**src/rtl/core_delay_catch_fifo.sv**
```systemverilog
// Catch FIFO at the output of a fixed-latency delay line.
// Credit covers both stored entries and items still travelling through the delay,
// so every item that emerges has a free slot waiting for it.
module core_delay_catch_fifo #(
  parameter int unsigned Bits  = 1,
  parameter int unsigned Depth = 4,
  localparam int unsigned CntW = $clog2(Depth + 1),
  localparam int unsigned PtrW = (Depth > 1) ? $clog2(Depth) : 1
) (
  input  logic            clk_i,
  input  logic            rst_i,
  input  logic            issue_i,
  output logic            credit_o,
  input  logic            valid_i,
  input  logic [Bits-1:0] data_i,
  output logic [Bits-1:0] data_o,
  output logic            valid_o,
  input  logic            ready_i,
  output logic [CntW-1:0] count_o,
  output logic            error_o,
  input  logic            assert_on_i
);

  logic [CntW-1:0] count_q, count_d;
  logic [CntW-1:0] inflight_q, inflight_d;
  logic [PtrW-1:0] wr_ptr_q, wr_ptr_d;
  logic [PtrW-1:0] rd_ptr_q, rd_ptr_d;
  logic [Bits-1:0] mem_q [Depth];
  logic            error_q, error_d;

  // One extra bit so the sum cannot wrap when inflight has been overdriven.
  logic [CntW:0]   occupancy;
  logic            full, empty;
  logic            pop, push, drop;
  logic            issue_err, valid_err;

  // Pointer increment with explicit wrap; Depth need not be a power of two.
  function automatic logic [PtrW-1:0] next_ptr(input logic [PtrW-1:0] ptr);
    next_ptr = (ptr == PtrW'(Depth - 1)) ? '0 : ptr + 1'b1;
  endfunction

  // Status decode and handshake qualification, all from registered state.
  always_comb begin
    occupancy = {1'b0, count_q} + {1'b0, inflight_q};
    credit_o  = occupancy < (CntW + 1)'(Depth);
    full      = (count_q == CntW'(Depth));
    empty     = (count_q == '0);
    pop       = !empty && ready_i;
    // A pop in the same cycle frees the slot the push needs.
    push      = valid_i && (!full || pop);
    drop      = valid_i && full && !pop;
    issue_err = issue_i && !credit_o;
    valid_err = valid_i && (inflight_q == '0);
  end

  // Next-state for counters, pointers and the sticky error flag.
  always_comb begin
    count_d    = count_q;
    inflight_d = inflight_q;
    wr_ptr_d   = wr_ptr_q;
    rd_ptr_d   = rd_ptr_q;
    error_d    = error_q | issue_err | valid_err | drop;

    case ({push, pop})
      2'b10:   count_d = count_q + 1'b1;
      2'b01:   count_d = count_q - 1'b1;
      default: count_d = count_q;
    endcase

    // Saturate at both ends: an unpaired valid never underflows, and repeated
    // credit violations cannot wrap the counter back to a small value.
    case ({issue_i, valid_i})
      2'b10:   if (inflight_q != '1) inflight_d = inflight_q + 1'b1;
      2'b01:   if (inflight_q != '0) inflight_d = inflight_q - 1'b1;
      default: inflight_d = inflight_q;
    endcase

    if (push) wr_ptr_d = next_ptr(wr_ptr_q);
    if (pop)  rd_ptr_d = next_ptr(rd_ptr_q);
  end

  // Control state with synchronous reset.
  always_ff @(posedge clk_i) begin
    if (rst_i) begin
      count_q    <= '0;
      inflight_q <= '0;
      wr_ptr_q   <= '0;
      rd_ptr_q   <= '0;
      error_q    <= 1'b0;
    end else begin
      count_q    <= count_d;
      inflight_q <= inflight_d;
      wr_ptr_q   <= wr_ptr_d;
      rd_ptr_q   <= rd_ptr_d;
      error_q    <= error_d;
    end
  end

  // Storage array; contents are qualified by count, so no reset is needed.
  always_ff @(posedge clk_i) begin
    if (push && !rst_i) mem_q[wr_ptr_q] <= data_i;
  end

  // Output view of the FIFO head, forced to zero while empty.
  always_comb begin
    valid_o = !empty;
    data_o  = valid_o ? mem_q[rd_ptr_q] : '0;
    count_o = count_q;
    error_o = error_q;
  end

`ifndef SYNTHESIS
  // Protocol checks, enabled at run time so deliberate violations can be exercised.
  always_ff @(posedge clk_i) begin
    if (!rst_i && assert_on_i) begin
      assert (!issue_err) else $error("issue_i asserted without credit");
      assert (!valid_err) else $error("valid_i asserted with nothing in flight");
      assert (!drop) else $error("push dropped while full");
      assert (occupancy <= (CntW + 1)'(Depth)) else $error("count + inflight exceeds Depth");
    end
  end
`endif

endmodule

```
**config.mk**
```make
export PLATFORM = sky130hd
export DESIGN_NAME = core_delay_catch_fifo
export DESIGN_NICKNAME = d
export VERILOG_FILES = /design/src/rtl/core_delay_catch_fifo.sv
export SDC_FILE = /design/constraint.sdc
export NUM_CORES = 1
export LEC_CHECK = 0
export BUFFER_PORTS_ARGS = -buffer_cell sky130_fd_sc_hd__buf_2
export CAP_MARGIN = 20
export CORE_MARGIN = 10
export CORE_UTILIZATION = 30
export CTS_CLUSTER_SIZE = 30
export DETAILED_ROUTE_END_ITERATION = 16
export PLACE_DENSITY = 0.57
export SLEW_MARGIN = 15
export SYNTH_ARGS = -nofsm -noshare
export SYNTH_HDL_FRONTEND = slang
export SYNTH_SLANG_ARGS = --single-unit
```
**constraint.sdc**
```tcl
create_clock -name clk_i -period 2.09 [get_ports clk_i]
set_clock_uncertainty 0.15 [all_clocks]
set_input_delay 0.1045 -clock clk_i [delete_from_list [all_inputs] [get_ports clk_i]]
set_output_delay 0.1045 -clock clk_i [all_outputs]
set_load 0.05 [all_outputs]
```
== Word level (Yosys, flattened, before mapping) ==
Memories as Yosys holds them, arrays and structs flattened. A register that Yosys moved wholly into a read port is not among the register bits.
Cells that the tools add are included.

* Add/subtract/negate cells: 7
* Bitwise operators: 3
* Equality and inequality tests: 10
* Order comparisons: 1
* Mux-type cells: 11
* Reductions and logical operators: 19

{| class="wikitable"
|+ Operators by type and width
! operator !! count
|-
| case mux 3 bit (2 select lines) || 2
|-
| equality test 2 bit (second input constant) || 4
|-
| two-way mux 2 bit || 4
|-
| logical AND 1 bit || 7
|-
| adder 3 x 1 -> 3 bit (second input constant) || 2
|-
| logical NOT 3 bit || 2
|-
| two-way mux 3 bit || 2
|-
| subtractor 3 x 1 -> 3 bit (second input constant) || 2
|-
| logical NOT 1 bit || 5
|-
| adder 2 x 1 -> 2 bit (second input constant) || 2
|-
| adder 3 x 3 -> 4 bit || 1
|-
| equality test 2 x 1 -> 1 bit (second input constant) || 2
|-
| < comparator 4 x 3 -> 1 bit (second input constant) || 1
|-
| inequality test 2 bit (second input constant) || 2
|-
| nonzero test 2 bit || 2
|-
| equality test 3 bit (second input constant) || 1
|-
| two-way mux 1 bit || 3
|-
| inequality test 3 bit (second input constant) || 1
|-
| OR 1 bit || 3
|-
| AND reduction 3 bit || 1
|-
| nonzero test 3 bit || 1
|-
| logical OR 1 bit || 1
|}

* Memories: 1
* Bits of input ports: 7
* Output and inout port bits: 7
* RAM bits: 4
* Logic and storage cells: 57
* Register bits after elaboration: 11

{| class="wikitable"
|+ Memories
! name !! words !! width !! read ports !! clocked after Yosys merged registers in !! wr ports !! line !! text
|-
| mem_q || 4 || 1 || 1 || 1 || 1 || 28 || <nowiki>logic [Bits-1:0] mem_q [Depth];</nowiki>
|}

== Depth between registers and ports, before layout ==
* Depth in word-level cells: 8
* Depth in mapped cells: 7
* Depth with buffers taken out: 7

== Worst setup path before layout ==
Ideal clock, no wire load.

* Path type: flip-flop to flip-flop
* Start: register count_q[1], in the netlist count_o[1]
* End: register error_q, in the netlist error_o
* Path slack: -1.218 ns
* Arrival time: 2.948 ns
* Required time: 1.730 ns
* Clock period less this slack: 3.308 ns
* Buffers on the path: 0
* Cell stages (with the launch flop): 5
* Library setup time: 0.210 ns
* Path through: dfxtp_1 -> ha_1 -> and3_1 -> nor4_1 -> o311ai_0

* Longest elaborated chain between the ends: 7
* Elaborated cells between the ends (all ways): 14
* Classes of those cells: add/sub: 1; order compare: 1; eq/ne: 1; bitwise: 3; reduce/logical: 8

{| class="wikitable"
|+ Ends and longest elaborated chain
! item !! line !! text
|-
| start, declared || 24 || <nowiki>logic [CntW-1:0] count_q, count_d;</nowiki>
|-
| start signal, assigned || 91 || <nowiki>count_q <= count_d;</nowiki>
|-
| adder 3 x 3 -> 4 bit || 44 || <nowiki>occupancy = {1'b0, count_q} + {1'b0, inflight_q};</nowiki>
|-
| < comparator 4 x 3 -> 1 bit || 45 || <nowiki>credit_o = occupancy < (CntW + 1)'(Depth);</nowiki>
|-
| via credit_o || 13 || <nowiki>output logic credit_o,</nowiki>
|-
| logical NOT 1 bit || 52 || <nowiki>issue_err = issue_i && !credit_o;</nowiki>
|-
| logical AND 1 bit || 52 ||
|-
| OR 1 bit (3 in a row) || 62 || <nowiki>error_d = error_q | issue_err | valid_err | drop;</nowiki>
|-
| end signal, assigned || 95 || <nowiki>error_q <= error_d;</nowiki>
|-
| end, declared || 29 || <nowiki>logic error_q, error_d;</nowiki>
|}

The timed path passes the listed nets, and every way through them passes these cells.
A chain may end at the register's enable or synchronous reset.

== Final worst setup path ==
* Start: register inflight_q[0]
* End: register inflight_q[2]

* Longest elaborated chain between the ends: 3
* Elaborated cells between the ends (all ways): 10
* Classes of those cells: add/sub: 2; eq/ne: 3; mux: 3; reduce/logical: 2

{| class="wikitable"
|+ Ends and longest elaborated chain
! item !! line !! text
|-
| start, declared || 25 || <nowiki>logic [CntW-1:0] inflight_q, inflight_d;</nowiki>
|-
| start signal, assigned || 92 || <nowiki>inflight_q <= inflight_d;</nowiki>
|-
| subtractor 3 x 1 -> 3 bit (tied with other cells) || 74 || <nowiki>2'b01: if (inflight_q != '0) inflight_d = inflight_q - 1'b1;</nowiki>
|-
| two-way mux 3 bit (tied with other cells) || 74 ||
|-
| case mux 3 bit (2 select lines) / AND reduction 3 bit (equally long branches) || n/a ||
|}

Several ways; a longest one is shown, not always the timed one. The select of a mux whose other input is x is not followed.

==> reports/metrics.cfg <==
[run_status]
outcome=complete, no violations

[power_and_ir_drop]
power_density_mw_per_mm2=1100
power_uw=1300
irDropWorstVdd_mv=0.278
power.leakage_uw=0.000504

[global_route]
grtUsageTotal_pct=6.86
grt_antenna_before_repair=0
grt_pass1_wl_um=3400
grt_max_degree=16
grt_pass1_vias=747
grt_overflow=0

[place]
dpl.hpwl_um=1520
port_buffers=12
gp_congestion=0.785

[die]
dieArea_mm2=0.00599
num_io_pins=14
die_w_um=77.4
start_util_pct=31.8
die_h_um=77.4
row_count=20
core_area_mm2=0.00310

[timing]
setup_violations=0
fin_crit_ns=1.98
timing.slew.headroom_pct=63.1
hold_viol=0
fmax_mhz=504
final_max_slew_viol_count=0
worst_pin_slew_ns=0.549
rsz0062_at_grt=no
tns_ns=0
finalCritPeriodShare_pct=94.9

[clocking]
cts.clk_slew.worst_paths_ns=0.10
cts_tree=built
insertion_delay_ns=0.29
cts_buffer_depth=2
numClockSinks=17
cts_buffers=3
h-tree-depth=1
cts-root-buf=clkbuf_4

[routing]
drt_iter0_drc=35
firstDrtPassIters=4
wl_um=1950
ant_nets=0
wl_per_cell_um=12.3
drc=0
num_vias=769
vias_per_cell=4.84

[synth]
syn_area_per_cell_um2=10.1
synth_top_cell_by_area=dfxtp_1
seq_area_frac_synth_pct=38.5
yosysWarnings=0
synth_fp_nets=116
synthArstFlopShare_pct=0
synth-seq-cells=17
netlist.area_leader.share_pct=26.4
synthTopCellsByArea=dfxtp_1, edfxtp_1, ha_1, fa_1, inv_1
ys_types=37
syn_inst=98
synth-main-ff-cell=dfxtp_1
netlist_area_um2=987
synth_edf_count=4

[job]
drv_cap=0

[setup_path]
crit_chain=inv_1 -> fa_1 -> xor2_1 -> a2111oi_2 -> mux2_2
cp-end-kind=flop
crit_arrival_ns=2.03
max_stage_delay_ns=0.43
critPathMaxFanout=6
crit_buf_inv=1
required_ns=2.14
worst-r2r-setup-slack_ns=0.11
path_class=flop to flop
cp-start-kind=flop
path_delay_family=adder cells
crit_slowest_cell=fa_1

[hold_path]
hp-class=input pin to flop

[layout]
fill_cells=333
syn2layout_area_growth_pct=19.3
n_antenna_cell=0
nNetsFinal=134
drive_gt1_share_pct=27.0

==> cell type report <==
type | instances | area, µm² | share of cell area (%)
Clock buffer | 3 | 22.5 | 1.91
Clock inverter | 1 | 5.00 | 0.425
Inverter | 10 | 37.5 | 3.19
Multi-Input combinational cell | 68 | 576 | 48.9
Sequential cell | 17 | 387 | 32.8
Tap cell | 44 | 55.1 | 4.68
Timing Repair Buffer | 16 | 95.1 | 8.08
==> cell usage after synthesis (all sizes together), types with 2 or more instances <==
library cell	instances
nand2	2
fa	2
o21ai	3
mux2	2
o31ai	2
or3	3
a211o	3
buf	2
o211ai	3
dfxtp	13
nor3	2
edfxtp	4
nand3b	2
a21oi	6
inv	10
nor2	7
ha	9
and2	5
==> report_power, final <==
part           internal (µW)  switching [µW]
Clock                   71.3             108
Combinational            224             406
Sequential               404            85.6
Total                    699             600
==> worst register-to-register path, stage by stage, from the launching register on <==
cell and delay (ns):
dfxtp_2 0.38, inv_1 0.07, fa_1 0.43, xor2_1 0.16
a2111oi_2 0.32, mux2_2 0.37
==> layer usage <==
layer / part of all wire, % / up-vias / track usage [%]
met1: 45 / 359 / 7.50
met3: 5.6 / 5 / 3.00
met2: 48 / 15 / 11.2
met5: 0 / - / 0
met4: 1.6 / 0 / 3.28
li1: - / 390 / -
==> cells in the final DEF, fill, tap and decap left out, drive strengths merged, types with 2 or more instances in the layout <==
master  instances
o21ai           3
nand3b          2
buf            15
or3             3
nand2           2
o31ai           2
nor3            2
ha              9
and2            5
dfxtp          13
a21oi           6
edfxtp          4
a211o           3
fa              2
mux2            2
clkbuf          3
nor2            7
inv            10
o211ai          3
==> through the flow <==
stage | area (µm²) | hold WS [ns] | instances | utilization, % | setup slack, ns
5_1_grt | 1180 | 0.0117 | 159 | 37.9 | 0.0131
3_5_place_dp | 1130 | 0.176 | 154 | 36.6 | 0.0694
3_3_place_gp | 1130 | 0.173 | 154 | 36.6 | 0.108
2_1_floorplan | 1010 | 0.0534 | 98 | - | -0.106
4_1_cts | 1170 | 0.0123 | 159 | 37.8 | 0.0444
6_report | 1180 | 0.0101 | 159 | 37.9 | 0.106
==> repair_timing <==
action	4_1_cts	5_1_grt
gates resized for setup	0	4
hold buffers	1	0
hold endpoints to repair	4	0
setup buffers	0	0
setup endpoints to repair	0	2
==> worst paths after layout <==
path	from	endpoint	cells past startpoint
worst max-delay path	inflight_q[0]$_SDFFE_PP0P_	inflight_q[2]$_SDFFE_PP0P_	5
worst min register to register	rd_ptr_q[0]$_SDFFE_PP0N_	flop	2
worst max register to register	inflight_q[0]$_SDFFE_PP0P_	inflight_q[2]$_SDFFE_PP0P_	5
worst min-delay path	rst_i	wr_ptr_q[0]$_SDFFE_PP0P_	2
==> cell families (layout without fill, tap and decap cells) <==
group / count (synthesis) / count (layout) / synth area share [%]
flip-flops: 17 / 17 / 38.5
AO/OA/AOI/OAI: 22 / 22 / 15.8
XOR/XNOR: 2 / 2 / 1.77
adder cells (fa/ha/maj): 11 / 11 / 15.5
AND/OR/NAND/NOR: 29 / 29 / 17.2
multiplexers: 4 / 4 / 5.96
buffers and inverters: 13 / 30 / 5.20
Note: power is estimated with default switching activity, not from simulation.
